==> src/rtl/adc_capture_trigger_ctrl.sv <==
// adc_capture_trigger_ctrl: decimating, prefill-gated trigger front end for the capture FIFO write port
module adc_capture_trigger_ctrl #(
  parameter int DATA_WIDTH  = 10,
  parameter int DECIM_WIDTH = 16,
  parameter int PRE_WIDTH   = 32
) (
  input  logic                   wr_clk,
  input  logic                   rst,
  input  logic [DATA_WIDTH-1:0]  adc_data,
  input  logic                   arm,
  input  logic [1:0]             trig_mode,
  input  logic [DATA_WIDTH-1:0]  trig_level,
  input  logic                   ext_trigger,
  input  logic [DECIM_WIDTH-1:0] decimate,
  input  logic [PRE_WIDTH-1:0]   presamples,
  input  logic                   wr_done,
  output logic [DATA_WIDTH-1:0]  wr_data,
  output logic                   wr_ce,
  output logic                   wr_trigger,
  output logic                   armed,
  output logic                   capture_done
);
  typedef enum logic [2:0] {IDLE, PREFILL, WAIT_TRIG, CAPTURE, DONE} state_t;
  localparam logic [PRE_WIDTH-1:0]   ONE_P = 1;
  localparam logic [DECIM_WIDTH-1:0] ONE_D = 1;
  state_t state, nxt;
  logic [1:0] mode;
  logic [DATA_WIDTH-1:0] lvl, prev;
  logic [DECIM_WIDTH-1:0] decim, dcnt;
  logic [PRE_WIDTH-1:0] pre, pcnt;
  logic latch, start, strobe, det, hit, fire;
  always_comb begin
    start  = (state == IDLE || state == DONE) && arm;
    strobe = dcnt == '0 && ((state == PREFILL && pre != '0) || state == WAIT_TRIG ||
             (state == CAPTURE && !wr_done));
    det    = mode == 2'b00 ? (prev < lvl && adc_data >= lvl) :
             mode == 2'b01 ? (prev >= lvl && adc_data < lvl) :
             mode == 2'b10 ? ext_trigger : 1'b1;
    hit    = latch | det;
    fire   = state == WAIT_TRIG && strobe && hit;
    nxt    = start ? PREFILL :
             (state == PREFILL && (pre == '0 || (strobe && pcnt + ONE_P == pre))) ? WAIT_TRIG :
             fire ? CAPTURE :
             (state == CAPTURE && wr_done) ? DONE : state;
  end
  always_ff @(posedge wr_clk or posedge rst) begin
    if (rst) begin
      state        <= IDLE;
      wr_data      <= '0;
      wr_ce        <= 1'b0;
      wr_trigger   <= 1'b0;
      armed        <= 1'b0;
      capture_done <= 1'b0;
      mode         <= '0;
      lvl          <= '0;
      prev         <= '0;
      decim        <= '0;
      dcnt         <= '0;
      pre          <= '0;
      pcnt         <= '0;
      latch        <= 1'b0;
    end else begin
      state        <= nxt;
      prev         <= adc_data;
      wr_ce        <= strobe;
      wr_trigger   <= fire;
      armed        <= nxt == PREFILL || nxt == WAIT_TRIG;
      capture_done <= nxt == DONE;
      if (strobe) wr_data <= adc_data;
      if (start) begin
        mode  <= trig_mode;
        lvl   <= trig_level;
        decim <= decimate;
        pre   <= presamples;
        dcnt  <= '0;
        pcnt  <= '0;
        latch <= 1'b0;
      end else begin
        if (state inside {PREFILL, WAIT_TRIG, CAPTURE}) dcnt <= dcnt == decim ? '0 : dcnt + ONE_D;
        if (state == PREFILL && strobe) pcnt <= pcnt + ONE_P;
        // detections between strobes are held until the next strobe carries the marker
        if (state == WAIT_TRIG) latch <= hit && !fire;
      end
    end
  end
endmodule

==> config.mk <==
export PLATFORM = sky130hd
export DESIGN_NAME = adc_capture_trigger_ctrl
export DESIGN_NICKNAME = d
export VERILOG_FILES = /design/src/rtl/adc_capture_trigger_ctrl.sv
export SDC_FILE = /design/constraint.sdc
export NUM_CORES = 1
export LEC_CHECK = 0
export BUFFER_PORTS_ARGS = -buffer_cell sky130_fd_sc_hd__buf_2
export CELL_PAD_IN_SITES_DETAIL_PLACEMENT = 0
export CELL_PAD_IN_SITES_GLOBAL_PLACEMENT = 1
export CORE_ASPECT_RATIO = 1.25
export CORE_MARGIN = 5
export CORE_UTILIZATION = 45
export CTS_CLUSTER_DIAMETER = 150
export DETAILED_ROUTE_END_ITERATION = 8
export PLACE_DENSITY = 0.91
export RECOVER_POWER = 25
export SLEW_MARGIN = 20
export SYNTH_ARGS = -nofsm -noshare
export SYNTH_HDL_FRONTEND = slang
export SYNTH_SLANG_ARGS = --single-unit
==> constraint.sdc <==
create_clock -name wr_clk -period 4.9 [get_ports wr_clk]
set_input_delay 0.49 -clock wr_clk [delete_from_list [all_inputs] [get_ports wr_clk]]
set_output_delay 0.49 -clock wr_clk [all_outputs]
set_load 0.1 [all_outputs]
-- Yosys cells after proc, flatten, opt, wreduce, memory -nomap -nowiden
Cells that the tools add are included.
- add/sub/neg operators: 2
- $lt $le $gt $ge: 4
- equal/unequal tests: 11
- muxes and demuxes: 14
- bitwise gates (word level): 1
- reduce and logical (&&, ||, !) cells: 29
- operator list (operator ; count):
    2-to-1 mux 32 bit ; 2
    2-to-1 mux 16 bit ; 3
    adder 32 x 1 -> 32 bit, second input constant ; 1
    equality test 32 bit ; 1
    logical NOT 32 bit ; 1
    nonzero test 32 bit ; 1
    greater-or-equal comparator 10 bit ; 2
    < comparator 10 bit ; 2
    adder 16 x 1 -> 16 bit, second input constant ; 1
    equality test 16 bit ; 1
    logical NOT 16 bit ; 1
    logical AND 1 bit ; 13
    2-to-1 mux 3 bit ; 4
    equality test 3 x 2 -> 1 bit, second input constant ; 3
    equality test 3 x 1 -> 1 bit, second input constant ; 2
    equality test 3 bit, second input constant ; 2
    nonzero test 2 bit ; 3
    logical OR 1 bit ; 5
    2-to-1 mux 1 bit ; 5
    logical NOT 3 bit ; 1
    nonzero test 3 bit ; 1
    equality test 2 x 1 -> 1 bit, second input constant ; 1
    equality test 2 bit, second input constant ; 1
    logical NOT 1 bit ; 2
    other kinds (2) ; 2
- bits in registers: 136
- input port bits: 75
- output and inout port bits: 14
- word-level logic and storage cells: 75

-- Longest topological paths before layout
- depth in word-level cells: 12
- depth in mapped cells: 11
- depth with buffers taken out: 10

-- Least setup slack after synthesis
No wires, ideal clock.
- kind: register -> register
- from: register pcnt[0]
- to: register state[0]
- library setup time: 0.138 ns
- data arrival time: 2.735 ns
- data required time: 4.762 ns
- path slack: 2.028 ns
- stages on the path, launching flop included: 12
- path buffers: 2
- period minus slack after synthesis: 2.872 ns
- cell sequence: dfrtp_1 > ha_1 > and4_1 > clkbuf_1 > and3_1 > clkbuf_1 > nand2_1 > xnor2_1 > o311ai_0 > or4_1 > o41ai_2 > o21ai_1
- word-level cells in the longest chain between the ends: 7
- RTL lines (element ; line ; source):
    start: declaration ; 30 ; logic [PRE_WIDTH-1:0] pre, pcnt;
    start signal: assignment ; 80 ; if (state == PREFILL && strobe) pcnt <= pcnt + ONE_P;
    adder 32 x 1 -> 32 bit ; 42 ; (state == PREFILL && (pre == '0 || (strobe && pcnt + ONE_P == pre))) ? WAIT_TRIG :
    equality test 32 bit ; 42 ;
    logical AND 1 bit ; 42 ;
    logical OR 1 bit ; 42 ;
    logical AND 1 bit ; 42 ;
    2-to-1 mux 3 bit ; 42 ;
    2-to-1 mux 3 bit ; 41 ; nxt = start ? PREFILL :
    named net nxt[0] ; 26 ; state_t state, nxt;
    end signal: assignment ; 63 ; state <= nxt;
    end: declaration ; 26 ;
The timed path passes the listed nets, and every way through them passes these cells.
A chain may end at the register's enable or synchronous reset.

-- Worst setup path in the final report
- from: register pcnt[4]
- to: register state[0]
The elaborated chain is that of the path after synthesis.

==> impl_metrics.ini <==
[timing]
worst_slack_ps = 1490
finalMaxSlewViolations = 0
max_slew.worst_pin.slew_ps = 980
fin_hold_ws_ps = 214
rsz0062_at_grt = no
finClkSkew_ps = 8.13
final_cycle_share_pct = 69.6
maxSlewHeadroom_pct = 34.3
highest_clock_frequency_the_design_can_meet_mhz = 293
setup_tns_ps = 0
period_needed_ps = 3410
report.final.hold_viol_count = 0
final-setup-viol-count = 0

[setup_path]
largest_stage_delay_worst_path_ps = 650
crit_fanout = 11
worst_ep_arrival_time_ps = 3680
crit_family = simple AND/OR/NAND/NOR gates
crit-reg2reg-capture = state[0]$_DFF_PP0_
required_ps = 5170
rrSetupSlack_ps = 1490
r2r_start = pcnt[4]$_DFFE_PP0P_
critical_path_cell_by_cell = nand3_1 > or4_4 > nor4_1 > xnor2_1 > nor4_1 > o21ai_0 > o41ai_2 > o21ai_1
critPathLaunchType = register
worstPathBufferInverterCount = 0
critical_path_class = reg2reg
worst_setup_path_end_kind = register
critPathSlowestCell = or4_4
worstRegToRegCells = 8
cpMostUsedCell = nor4_1

[cts]
numClockSinks = 136
tritoncts_clock_tree = yes
clk_buf_depth = 2
hold_buffers = 0
path_clk_slew_ps = 60
cts_buffers = 17
clkLatencyLatePin_ps = 420
cts-htree-levels = 4
cts-root-buf = clkbuf_16
post-cts-setup-buffer-count = 0
post_cts.resized_instances = 0

[grt]
grt_pass1_wl_mm = 30.1
grtUsageTotal_pct = 18.9
antenna_violations_before_repair = 2
overflow_left_after_global_routing = 0
grt_max_degree = 101
grt_pass1_vias = 6131

[yosys]
ys_dominant_reg_cell = dfrtp_1
mappedNetlistArea_mm2 = 0.00751
synth_enable_flop_cells = 0
syn-instance-count = 850
share_of_synthesized_registers_carrying_an_async_set_or_reset_pct = 100
yosysWarningCount = 0
ys_types = 61
synth.net_count = 948
syn_avg_cell_area_um2 = 8.83
yosysSeqAreaShare_pct = 45.3
synth_seq_cells = 136

[outcome]
outcome = finished, final reports clean

[floorplan]
die_h_um = 154
core_area_mm2 = 0.0163
i_o_pins = 89
die_area_mm2 = 0.0194
floorplan.initialDensity_pct = 46.0
row_count = 52
die_width_um = 126

[hold_path]
min_delay_worst_endpoint = prev[0]$_DFF_PP0_
min-delay-start = adc_data[0]
hold_path_class = in2reg
hold_path_depth = 1

[route]
detail_route.vias_per_cell = 5.49
detail-route-antenna-nets = 0
via_count = 6265
finalWirelength_mm = 17.8
drtIter0Drc = 319
pre_antenna_drt_iters = 6
drc = 0
routedWlPerCell_um = 15.6

[layout]
final_cell_mix = nand2_1 (194), dfrtp_1 (136), buf_2 (77), o21ai_0 (68), nor2_1 (43)
antenna-diode-count = 0
layout_cells_sized_above_1_pct = 14.4
final_nets = 1012
layout.cells.most_common = nand2_1
flow.area_growth_from_synthesis_pct = 15.5
final_util_pct = 53.1

[power_and_ir_drop]
power.static_leakage_nw = 3.97
pwr_density_cell_mw_per_mm2 = 517
vdd_ir_drop_max_v = 0.000497
design_power_total_mw = 4.49

[flow_run]
max_cap_viol_count = 0

[place]
buffers_on_ports = 88
detailedPlace.worstSlack_ps = 1590
finalWeightedCongestion = 0.908
dp_hpwl_mm = 12.6
==> routing by layer <==
| metal | GRT usage (%) | vias to the layer above | routed length [µm] |
|---|---|---|---|
| met3 | 3.45 | 38 | 776 |
| met5 | 0 | - | 14 |
| li1 | - | 3094 | - |
| met2 | 31.8 | 142 | 8870 |
| met4 | 7.39 | 4 | 444 |
| met1 | 24.3 | 2987 | 7740 |
==> worst reg2reg max path, cell delays in order, from the launching register on <==
cell	delay (ps)
dfrtp_1	480
nand3_1	360
or4_4	650
nor4_1	610
xnor2_1	160
nor4_1	370
o21ai_0	170
o41ai_2	350
o21ai_1	110
==> logic make-up (layout without fill, tap and decap cells) <==
logic type / after synthesis / after routing / share of synthesized area, %
buffers and inverters: 71 / 147 / 3.73
flip-flops: 136 / 136 / 45.3
multiplexers: 12 / 12 / 1.78
AND/OR/NAND/NOR: 383 / 383 / 24.4
adder cells (fa/ha/maj): 23 / 23 / 3.83
AO/OA/AOI/OAI: 156 / 156 / 12.7
XOR/XNOR: 69 / 69 / 8.23
==> synthesized netlist by cell type (all sizes together) (2+ instances only) <==
cell type  count  area share [%]
nand2        195             9.7
dfrtp        136              45
o21ai         70             4.7
nor2          43             2.1
clkbuf        37             1.9
xor2          35             4.1
xnor2         33             3.8
a21oi         26             1.7
nand4         26             2.4
nand3         25             1.7
nor4          24             2.1
ha            23             3.8
inv           23             1.1
o31ai         17             1.7
nand2b        13             1.1
nor2b         12             1.0
nor3          12            0.87
buf           11            0.72
mux2          11             1.6
a31oi          7            0.58
and4           7            0.82
o41ai          7            0.92
or3            5            0.42
or4            5            0.55
a21o           4            0.40
and2           4            0.33
o21a           4            0.40
and3           3            0.25
a2111oi        2            0.23
a211oi         2            0.20
nand3b         2            0.20
nor3b          2            0.35
nor4b          2            0.23
o2111ai        2            0.23
o211ai         2            0.20
o22ai          2            0.17
o31a           2            0.23
or2            2            0.17
==> worst max path at each step <==
stage                        startpoint                 end  slack (ps)  cells past startpoint
detailed placement  dcnt[9]$_DFFE_PP0P_  state[0]$_DFF_PP0_        1590                      8
global placement    pcnt[0]$_DFFE_PP0P_  state[0]$_DFF_PP0_        1610                      9
floorplan                           rst     armed$_DFF_PP0_         770                      1
finish              pcnt[4]$_DFFE_PP0P_  state[0]$_DFF_PP0_        1490                      8
CTS                 dcnt[0]$_DFFE_PP0P_  state[0]$_DFF_PP0_        1570                     10
global route        pcnt[4]$_DFFE_PP0P_  state[0]$_DFF_PP0_        1300                      8
==> through the flow <==
step	std cells	instance area, µm²
2_1_floorplan	850	7510
3_3_place_gp	1111	8080
5_1_grt	1142	8670
3_5_place_dp	1111	8080
6_report	1142	8670
4_1_cts	1142	8690
==> state kept, by name, summed over array words and instances, names as in the netlist <==
signal / flops
pcnt: 32
mode: 2
pre: 32
wr_data: 10
decim: 16
armed: 1
lvl: 10
latch: 1
wr_ce: 1
state: 3
prev: 10
wr_trigger: 1
dcnt: 16
capture_done: 1
==> where the power goes <==
part | internal (mW) | switching, mW
clock | 0.847 | 0.487
combinational | 0.523 | 0.950
sequential | 1.39 | 0.289
total | 2.76 | 1.73
==> cell type report <==
| class | count | area [µm²] |
|---|---|---|
| inverters | 23 | 91.3 |
| clock inverters | 12 | 178 |
| multi-input cells | 643 | 3830 |
| clock buffers | 19 | 433 |
| flip-flops and latches | 136 | 3400 |
| fillers | 1529 | 7660 |
| well taps | 216 | 270 |
| repair buffers | 93 | 464 |
No activity file was read; power rests on OpenSTA's default activity.
